**config.mk**
```make
export PLATFORM = sky130hd
export DESIGN_NAME = pc_stack_unit
export DESIGN_NICKNAME = d
export VERILOG_FILES = /design/src/rtl/pc_stack_unit.sv
export SDC_FILE = /design/constraint.sdc
export NUM_CORES = 1
export LEC_CHECK = 0
export ABC_AREA = 1
export CAP_MARGIN = 20
export CORE_ASPECT_RATIO = 0.5
export CORE_UTILIZATION = 58
export CTS_CLUSTER_DIAMETER = 200
export CTS_CLUSTER_SIZE = 40
export DETAILED_ROUTE_END_ITERATION = 8
export PLACE_DENSITY = 0.86
export SLEW_MARGIN = 20
export SYNTH_ARGS = -nofsm -noshare
export SYNTH_HDL_FRONTEND = slang
export SYNTH_SLANG_ARGS = --single-unit
```
**constraint.sdc**
```tcl
create_clock -name clk -period 3.6 [get_ports clk]
set_input_delay 0.54 -clock clk [delete_from_list [all_inputs] [get_ports clk]]
set_output_delay 0.54 -clock clk [all_outputs]
set_load 0.05 [all_outputs]
```
**src/rtl/pc_stack_unit.sv**
```systemverilog
// Program counter with an internal return-address stack and a sticky stack-misuse fault.
// Optional relative branch on op 4 is compiled in when PC_REL_BRANCH_EN is defined.
module pc_stack_unit #(
  parameter int unsigned      WIDTH        = 16,
  parameter int unsigned      DEPTH        = 8,
  parameter logic [WIDTH-1:0] RESET_VECTOR = '0
) (
  input  logic                         clk,
  input  logic                         rst,
  input  logic                         en,
  input  logic [2:0]                   op,
  input  logic [WIDTH-1:0]             target,
  input  logic                         clr_fault,
  output logic [WIDTH-1:0]             pc,
  output logic [WIDTH-1:0]             ret_addr,
  output logic [$clog2(DEPTH+1)-1:0]   sp,
  output logic                         stack_full,
  output logic                         stack_empty,
  output logic                         fault
);

  localparam int unsigned PW = $clog2(DEPTH + 1);
  localparam int unsigned AW = $clog2(DEPTH);

  typedef enum logic [2:0] {
    OP_INC  = 3'd0,
    OP_JUMP = 3'd1,
    OP_CALL = 3'd2,
    OP_RET  = 3'd3,
    OP_REL  = 3'd4
  } op_e;

  logic [WIDTH-1:0] pc_q, pc_d;
  logic [WIDTH-1:0] pc_inc;
  logic [PW-1:0]    sp_q, sp_d;
  logic             fault_q, fault_d;
  logic             fault_set;
  logic             push;
  logic [AW-1:0]    push_idx;
  logic [AW-1:0]    top_idx;
  logic [WIDTH-1:0] stack_q [DEPTH];

  assign pc_inc   = pc_q + WIDTH'(1);
  assign push_idx = AW'(sp_q);
  assign top_idx  = AW'(sp_q - PW'(1));

  assign stack_full  = (sp_q == PW'(DEPTH));
  assign stack_empty = (sp_q == '0);
  // Empty stack reads as zero rather than whatever stale entry sits below sp.
  assign ret_addr    = stack_empty ? '0 : stack_q[top_idx];

  assign pc    = pc_q;
  assign sp    = sp_q;
  assign fault = fault_q;

  always_comb begin
    pc_d      = pc_q;
    sp_d      = sp_q;
    push      = 1'b0;
    fault_set = 1'b0;
    if (en) begin
      case (op)
        OP_INC:  pc_d = pc_inc;
        OP_JUMP: pc_d = target;
        OP_CALL: begin
          if (stack_full) begin
            fault_set = 1'b1;
          end else begin
            push = 1'b1;
            sp_d = sp_q + PW'(1);
            pc_d = target;
          end
        end
        OP_RET: begin
          if (stack_empty) begin
            fault_set = 1'b1;
          end else begin
            pc_d = stack_q[top_idx];
            sp_d = sp_q - PW'(1);
          end
        end
`ifdef PC_REL_BRANCH_EN
        OP_REL:  pc_d = pc_inc + target;
`endif
        default: pc_d = pc_inc;
      endcase
    end
    // A fault raised this cycle beats a simultaneous clear; clear works even when en is low.
    if (fault_set) begin
      fault_d = 1'b1;
    end else if (clr_fault) begin
      fault_d = 1'b0;
    end else begin
      fault_d = fault_q;
    end
  end

  always_ff @(posedge clk or posedge rst) begin
    if (rst) begin
      pc_q    <= RESET_VECTOR;
      sp_q    <= '0;
      fault_q <= 1'b0;
    end else begin
      pc_q    <= pc_d;
      sp_q    <= sp_d;
      fault_q <= fault_d;
    end
  end

  // Entries are only meaningful below sp, so the array needs no reset.
  always_ff @(posedge clk) begin
    if (push) begin
      stack_q[push_idx] <= pc_inc;
    end
  end

endmodule

```
==> impl_metrics.json, run 1 <==
{
  "die-area_sq_mm": 0.0128,
  "cts_tree": "done",
  "post-route-period-util_pct": 93.4,
  "fmax_ghz": 0.297,
  "worst-path-buf-inv": 4,
  "rsz0062_at_grt": "no",
  "cap_violations": 0,
  "setup_viol": 0,
  "relSlewSlack_pct": 34.6,
  "synth_edf_count": 128,
  "cp-start-kind": "flip-flop",
  "synthTopCellsByCount": "180 x nand2_1, 158 x nor2_1, 128 x edfxtp_1, 86 x inv_1, 76 x nand3_1",
  "cts.repair.resized": 0,
  "worstSetupPathType": "reg2out",
  "drive_above_1_share_pct": 10.6,
  "end_kind": "primary output",
  "cts_inserted_buffers": 17,
  "slowest_stage": "dfrtp_1",
  "drc": 0,
  "required_ns": 3.06,
  "final_nets": 882,
  "routabilityCongestion": 0.919,
  "worstPathArrival_ns": 2.82,
  "slew_viol_final": 0,
  "slowest_delay_ns": 0.57,
  "worst_pin_slew_ns": 0.977,
  "n_antenna_cell": 0,
  "synth_ff_type": "edfxtp_1",
  "synth_warnings": 0,
  "synth_top_area_share_pct": 53.7,
  "async_flop_share_pct": 14.1,
  "num_io_pins": 62,
  "syn_nets": 811,
  "synth.most_common_cell": "nand2_1",
  "antenna_found_initial": 0,
  "fin_skew_ns": 0.00743,
  "die_w_microns": 159,
  "post-cts-setup-buffers": 0,
  "fp.dieH_microns": 80.5,
  "cts_buffer_depth": 2,
  "grt_usage_pct": 32.4,
  "status": "finished, final reports clean",
  "rows": 28,
  "syn_avg_cell_area_sq_um": 9.11,
  "min_period_ns": 3.36,
  "crit_chain": "inv_1 > ha_1 > inv_1 > buf_4 > nor2_1 > o21ai_0 > nand3_1 > nand2_1 > nor2_1 > buf_12",
  "dpl.hpwl_microns": 12200,
  "initial_core_util_pct": 60.0,
  "synthCells": 785,
  "ant_nets": 0,
  "vias_per_cell": 5.79,
  "post_drt_wl_per_cell_microns": 19.2,
  "mappedNetlistArea_sq_mm": 0.00715,
  "fin_util_pct": 73.0,
  "grt_pass1_vias": 5605,
  "area_delta_synth_final_pct": 21.5,
  "synth_seq_cells": 149,
  "grt_pass1_wl_microns": 30100,
  "dpl-instance-area_sq_mm": 0.00813,
  "min-delay-path-class": "reg2reg",
  "synth.distinct_cells": 33,
  "clockRootBuffer": "clkbuf_16",
  "via_count": 5992,
  "worstPathMaxFanout": 11,
  "synth_area_leader_cell": "edfxtp_1",
  "finalWirelength_microns": 19800,
  "cts.sinks": 149,
  "synth.top_cells.by_area": "edfxtp_1 54%, nand2_1 9.4%, nor2_1 8.3%",
  "grt_overflow": 0,
  "finalHoldViolations": 0,
  "ys_seq_area_share_pct": 61.1,
  "grt_max_degree": 70,
  "postCtsHoldBufs": 0,
  "clk_latency_ns": 0.43,
  "fill_cells": 764,
  "path_clk_slew_ns": 0.07,
  "coreArea_sq_mm": 0.0119,
  "h-tree-depth": 4,
  "cp_top_family": "buffers and inverters",
  "stdcell_area_sq_mm": 0.00869,
  "port_buffers": 61,
  "first_pass_iters": 6,
  "drt_iter0_drc": 713
}
## routing by layer
layer | up-vias | routed length [microns] | global-route usage (%)
met4 | 0 | 495 | 12.4
met1 | 2741 | 7680 | 42.3
met2 | 493 | 9130 | 52.8
met3 | 65 | 2530 | 8.11
li1 | 2693 | - | -
met5 | - | 0 | 0
## worst min-delay path, stage by stage, from the launching register on
cell,delay [ns]
dfrtp_1,0.38
inv_1,0.06
o21ai_0,0.09
## flip-flops by register name, indices dropped and copies added (netlist names)
| signal | flops |
|---|---|
| stack_q | 128 |
| pc | 16 |
| sp | 4 |
| fault | 1 |
## cells in the final DEF, fill, tap and decap left out, types with 2 or more instances in the layout
master,n
or2_0,3
clkinvlp_4,5
nand2_1,180
nor2_2,3
nor3_2,3
and2_1,6
inv_8,4
nand2_2,4
nand4_1,4
nor2_1,158
dfrtp_1,20
clkinv_4,2
buf_4,26
clkbuf_16,17
edfxtp_1,128
a21oi_1,7
inv_6,4
inv_1,86
nand3_1,76
nand3_2,2
clkdlybuf4s50_1,43
buf_12,14
xor2_1,8
o21ai_0,48
clkinv_1,3
ha_1,3
## cell type report
class                   count  area [sq um]  area share [%]
multi-input cells         514          2300            26.5
repair buffers             83           906            10.4
clock buffers              17           425            4.89
flip-flops and latches    149          4370            50.3
well taps                 165           206            2.38
clock inverters            15           135            1.55
inverters                  91           344            3.96
## cells by family (layout without fill, tap and decap cells)
| group | Yosys count | count (layout) | share of synthesized area (%) |
|---|---|---|---|
| xor+xnor | 10 | 10 | 1.43 |
| compound gates | 58 | 58 | 4.13 |
| buf+inv | 122 | 206 | 7.12 |
| fa+ha+maj | 3 | 3 | 0.525 |
| flops | 149 | 149 | 61.1 |
| simple gates | 443 | 443 | 25.7 |
## final timing paths
| kind | start | end | slack, ns | depth (start not counted) |
|---|---|---|---|---|
| setup / recovery | sp[1] | ret_addr[5] | 0.24 | 10 |
| hold / removal | fault | fault | 0.58 | 2 |
| setup reg to reg | sp[0] | stack_q[7][15] | 0.96 | 4 |
| hold reg to reg | fault | fault | 0.58 | 2 |
| max in group asynchronous | rst | sp[0] | 2.39 | 2 |
| min in group asynchronous | rst | pc[5] | 0.60 | 2 |
## per-stage QoR
step	cells	setup TNS [ns]	setup slack (ns)	hold slack [ns]
2_1_floorplan	785	-2.21	-0.0529	0.517
3_3_place_gp	1002	0	0.881	0.516
3_5_place_dp	1002	0	0.803	0.543
4_1_cts	1034	0	0.270	0.561
5_1_grt	1034	0	0.0978	0.600
6_report	1034	0	0.238	0.582
Power of run 1 is not shown: default switching activity piles up to over one toggle a cycle in this logic, so the estimate is an artifact.
==> inputs of run 2 (changes only) <==
--- a/config.mk
+++ b/config.mk
@@ -9,10 +9,11 @@
 export CAP_MARGIN = 20
 export CORE_ASPECT_RATIO = 0.5
 export CORE_UTILIZATION = 58
+export CTS_BUF_LIST = sky130_fd_sc_hd__clkbuf_8 sky130_fd_sc_hd__clkbuf_16
 export CTS_CLUSTER_DIAMETER = 200
 export CTS_CLUSTER_SIZE = 40
 export DETAILED_ROUTE_END_ITERATION = 8
-export PLACE_DENSITY = 0.86
+export PLACE_DENSITY = 0.8
 export SLEW_MARGIN = 20
 export SYNTH_ARGS = -nofsm -noshare
 export SYNTH_HDL_FRONTEND = slang
==> run 2 against run 1 <==
Die area stayed put; worst setup slack better by 0.017 ns; critical endpoint is now ret_addr[3]; core utilization is 0.42 points higher; cell count hardly changed; clock-buffer cell count stayed put; final area is 0.58% higher.
==> impl_metrics.json, run 2 (synthesis results as in run 1) <==
{
  "relSlewSlack_pct": 40.7,
  "slowest_stage": "dfrtp_1",
  "clockRootBuffer": "clkbuf_16",
  "required_ns": 3.06,
  "stdcell_area_sq_mm": 0.00874,
  "finalHoldViolations": 0,
  "top_register": "stack_q",
  "area_delta_synth_final_pct": 22.2,
  "rows": 28,
  "post-cts-setup-buffers": 0,
  "ant_nets": 0,
  "rsz0062_at_grt": "no",
  "grt_pass1_wl_microns": 29100,
  "fin_skew_ns": 0.0103,
  "via_count": 5785,
  "fin_setup_tns_ns": 0,
  "dpl-instance-area_sq_mm": 0.00813,
  "die_w_microns": 159,
  "grt_usage_pct": 31.0,
  "timing.hold.ws_ns": 0.531,
  "rrSetupSlack_ns": 1.10,
  "min-delay-path-class": "reg2reg",
  "num_io_pins": 62,
  "drive_above_1_share_pct": 10.6,
  "post_drt_wl_per_cell_microns": 18.5,
  "end_kind": "primary output",
  "fmax_ghz": 0.299,
  "clk_latency_ns": 0.42,
  "grt_pass1_vias": 5499,
  "final_nets": 883,
  "slew_viol_final": 0,
  "worstPathMaxFanout": 17,
  "grt_max_degree": 70,
  "drc": 0,
  "h-tree-depth": 4,
  "min_path_cells": 2,
  "setup_ws_ns": 0.256,
  "setup_viol": 0,
  "drt_iter0_drc": 606,
  "cp_top_family": "buffers and inverters",
  "cts.repair.resized": 0,
  "cap_violations": 0,
  "fp.dieH_microns": 80.5,
  "coreArea_sq_mm": 0.0119,
  "initial_core_util_pct": 60.0,
  "antenna_found_initial": 0,
  "grt_overflow": 0,
  "n_antenna_cell": 0,
  "path_clk_slew_ns": 0.07,
  "crit_chain": "inv_1 > ha_1 > inv_1 > buf_4 > nor2_1 > o21ai_0 > nand3_1 > nand2_1 > nor2_1 > buf_12",
  "worstSetupPathType": "reg2out",
  "dpl.hpwl_microns": 12000,
  "postCtsHoldBufs": 0,
  "cp-start-kind": "flip-flop",
  "cts.sinks": 149,
  "worst_pin_slew_ns": 0.888,
  "status": "finished, final reports clean",
  "cts_inserted_buffers": 17,
  "r2r_cells": 10,
  "vias_per_cell": 5.59,
  "layout_common_cells": "180 x nand2_1, 158 x nor2_1, 128 x edfxtp_1, 86 x inv_1, 76 x nand3_1",
  "die-area_sq_mm": 0.0128,
  "cp_num_cells": 10,
  "worst-path-buf-inv": 4,
  "largest_reg_flops": 128,
  "finalWirelength_microns": 19100,
  "post-route-period-util_pct": 92.9,
  "port_buffers": 61,
  "cts_buffer_depth": 2,
  "min_period_ns": 3.34,
  "routabilityCongestion": 0.893,
  "first_pass_iters": 5,
  "cts_tree": "done",
  "dpl_worst_slack_ns": 0.719,
  "final_common_cell": "nand2_1",
  "worstPathArrival_ns": 2.80,
  "slowest_delay_ns": 0.53
}
==> run 2: cell count changes in the layout (fill, tap and decap cells not counted) <==
cell,change
clkinv_1,+1
clkinvlp_4,-4
inv_8,-2
buf_12,-1
clkinv_2,+1
buf_4,+2
inv_6,+2
clkinv_4,-1
bufinv_16,+3
==> run 2: final timing paths <==
path                          endpoint   from
max in group asynchronous        sp[0]    rst
setup / recovery           ret_addr[3]  sp[1]
setup reg to reg                 pc[7]  sp[1]
min in group asynchronous        pc[6]    rst
hold reg to reg                  fault  fault
hold / removal                   fault  fault
==> run 2: worst reg2reg max path, delay by kind of cell (launching register included) <==
kind | cells | cell delay (ns)
buffers and inverters | 1 | 0.14
flip-flops | 1 | 0.49
AND/OR/NAND/NOR | 8 | 1.51
adder cells (fa/ha/maj) | 1 | 0.30
==> run 2: final cells by class <==
| type | instances | area [sq um] |
|---|---|---|
| sequential | 149 | 4370 |
| fill | 813 | 3170 |
| multi-input combinational | 514 | 2300 |
| timing repair buffer | 84 | 901 |
| clock buffer | 17 | 425 |
| inverter | 91 | 344 |
| tap | 165 | 206 |
| clock inverter | 15 | 190 |
==> run 2: routing by layer <==
layer / wire (microns) / vias to the layer above / GRT usage [%]
met5: 0 / - / 0
met4: 358 / 0 / 9.90
met3: 2350 / 34 / 6.82
met2: 8520 / 367 / 49.5
met1: 7910 / 2693 / 42.8
li1: - / 2691 / -
==> run 2: per-stage QoR <==
| step | instances | util (%) |
|---|---|---|
| 6_report | 1035 | 73.4 |
| 3_5_place_dp | 1003 | 68.2 |
| 5_1_grt | 1035 | 73.4 |
| 3_3_place_gp | 1003 | 68.2 |
| 4_1_cts | 1035 | 73.4 |
| 2_1_floorplan | 785 | - |
Power of run 2 is left out for the same reason.
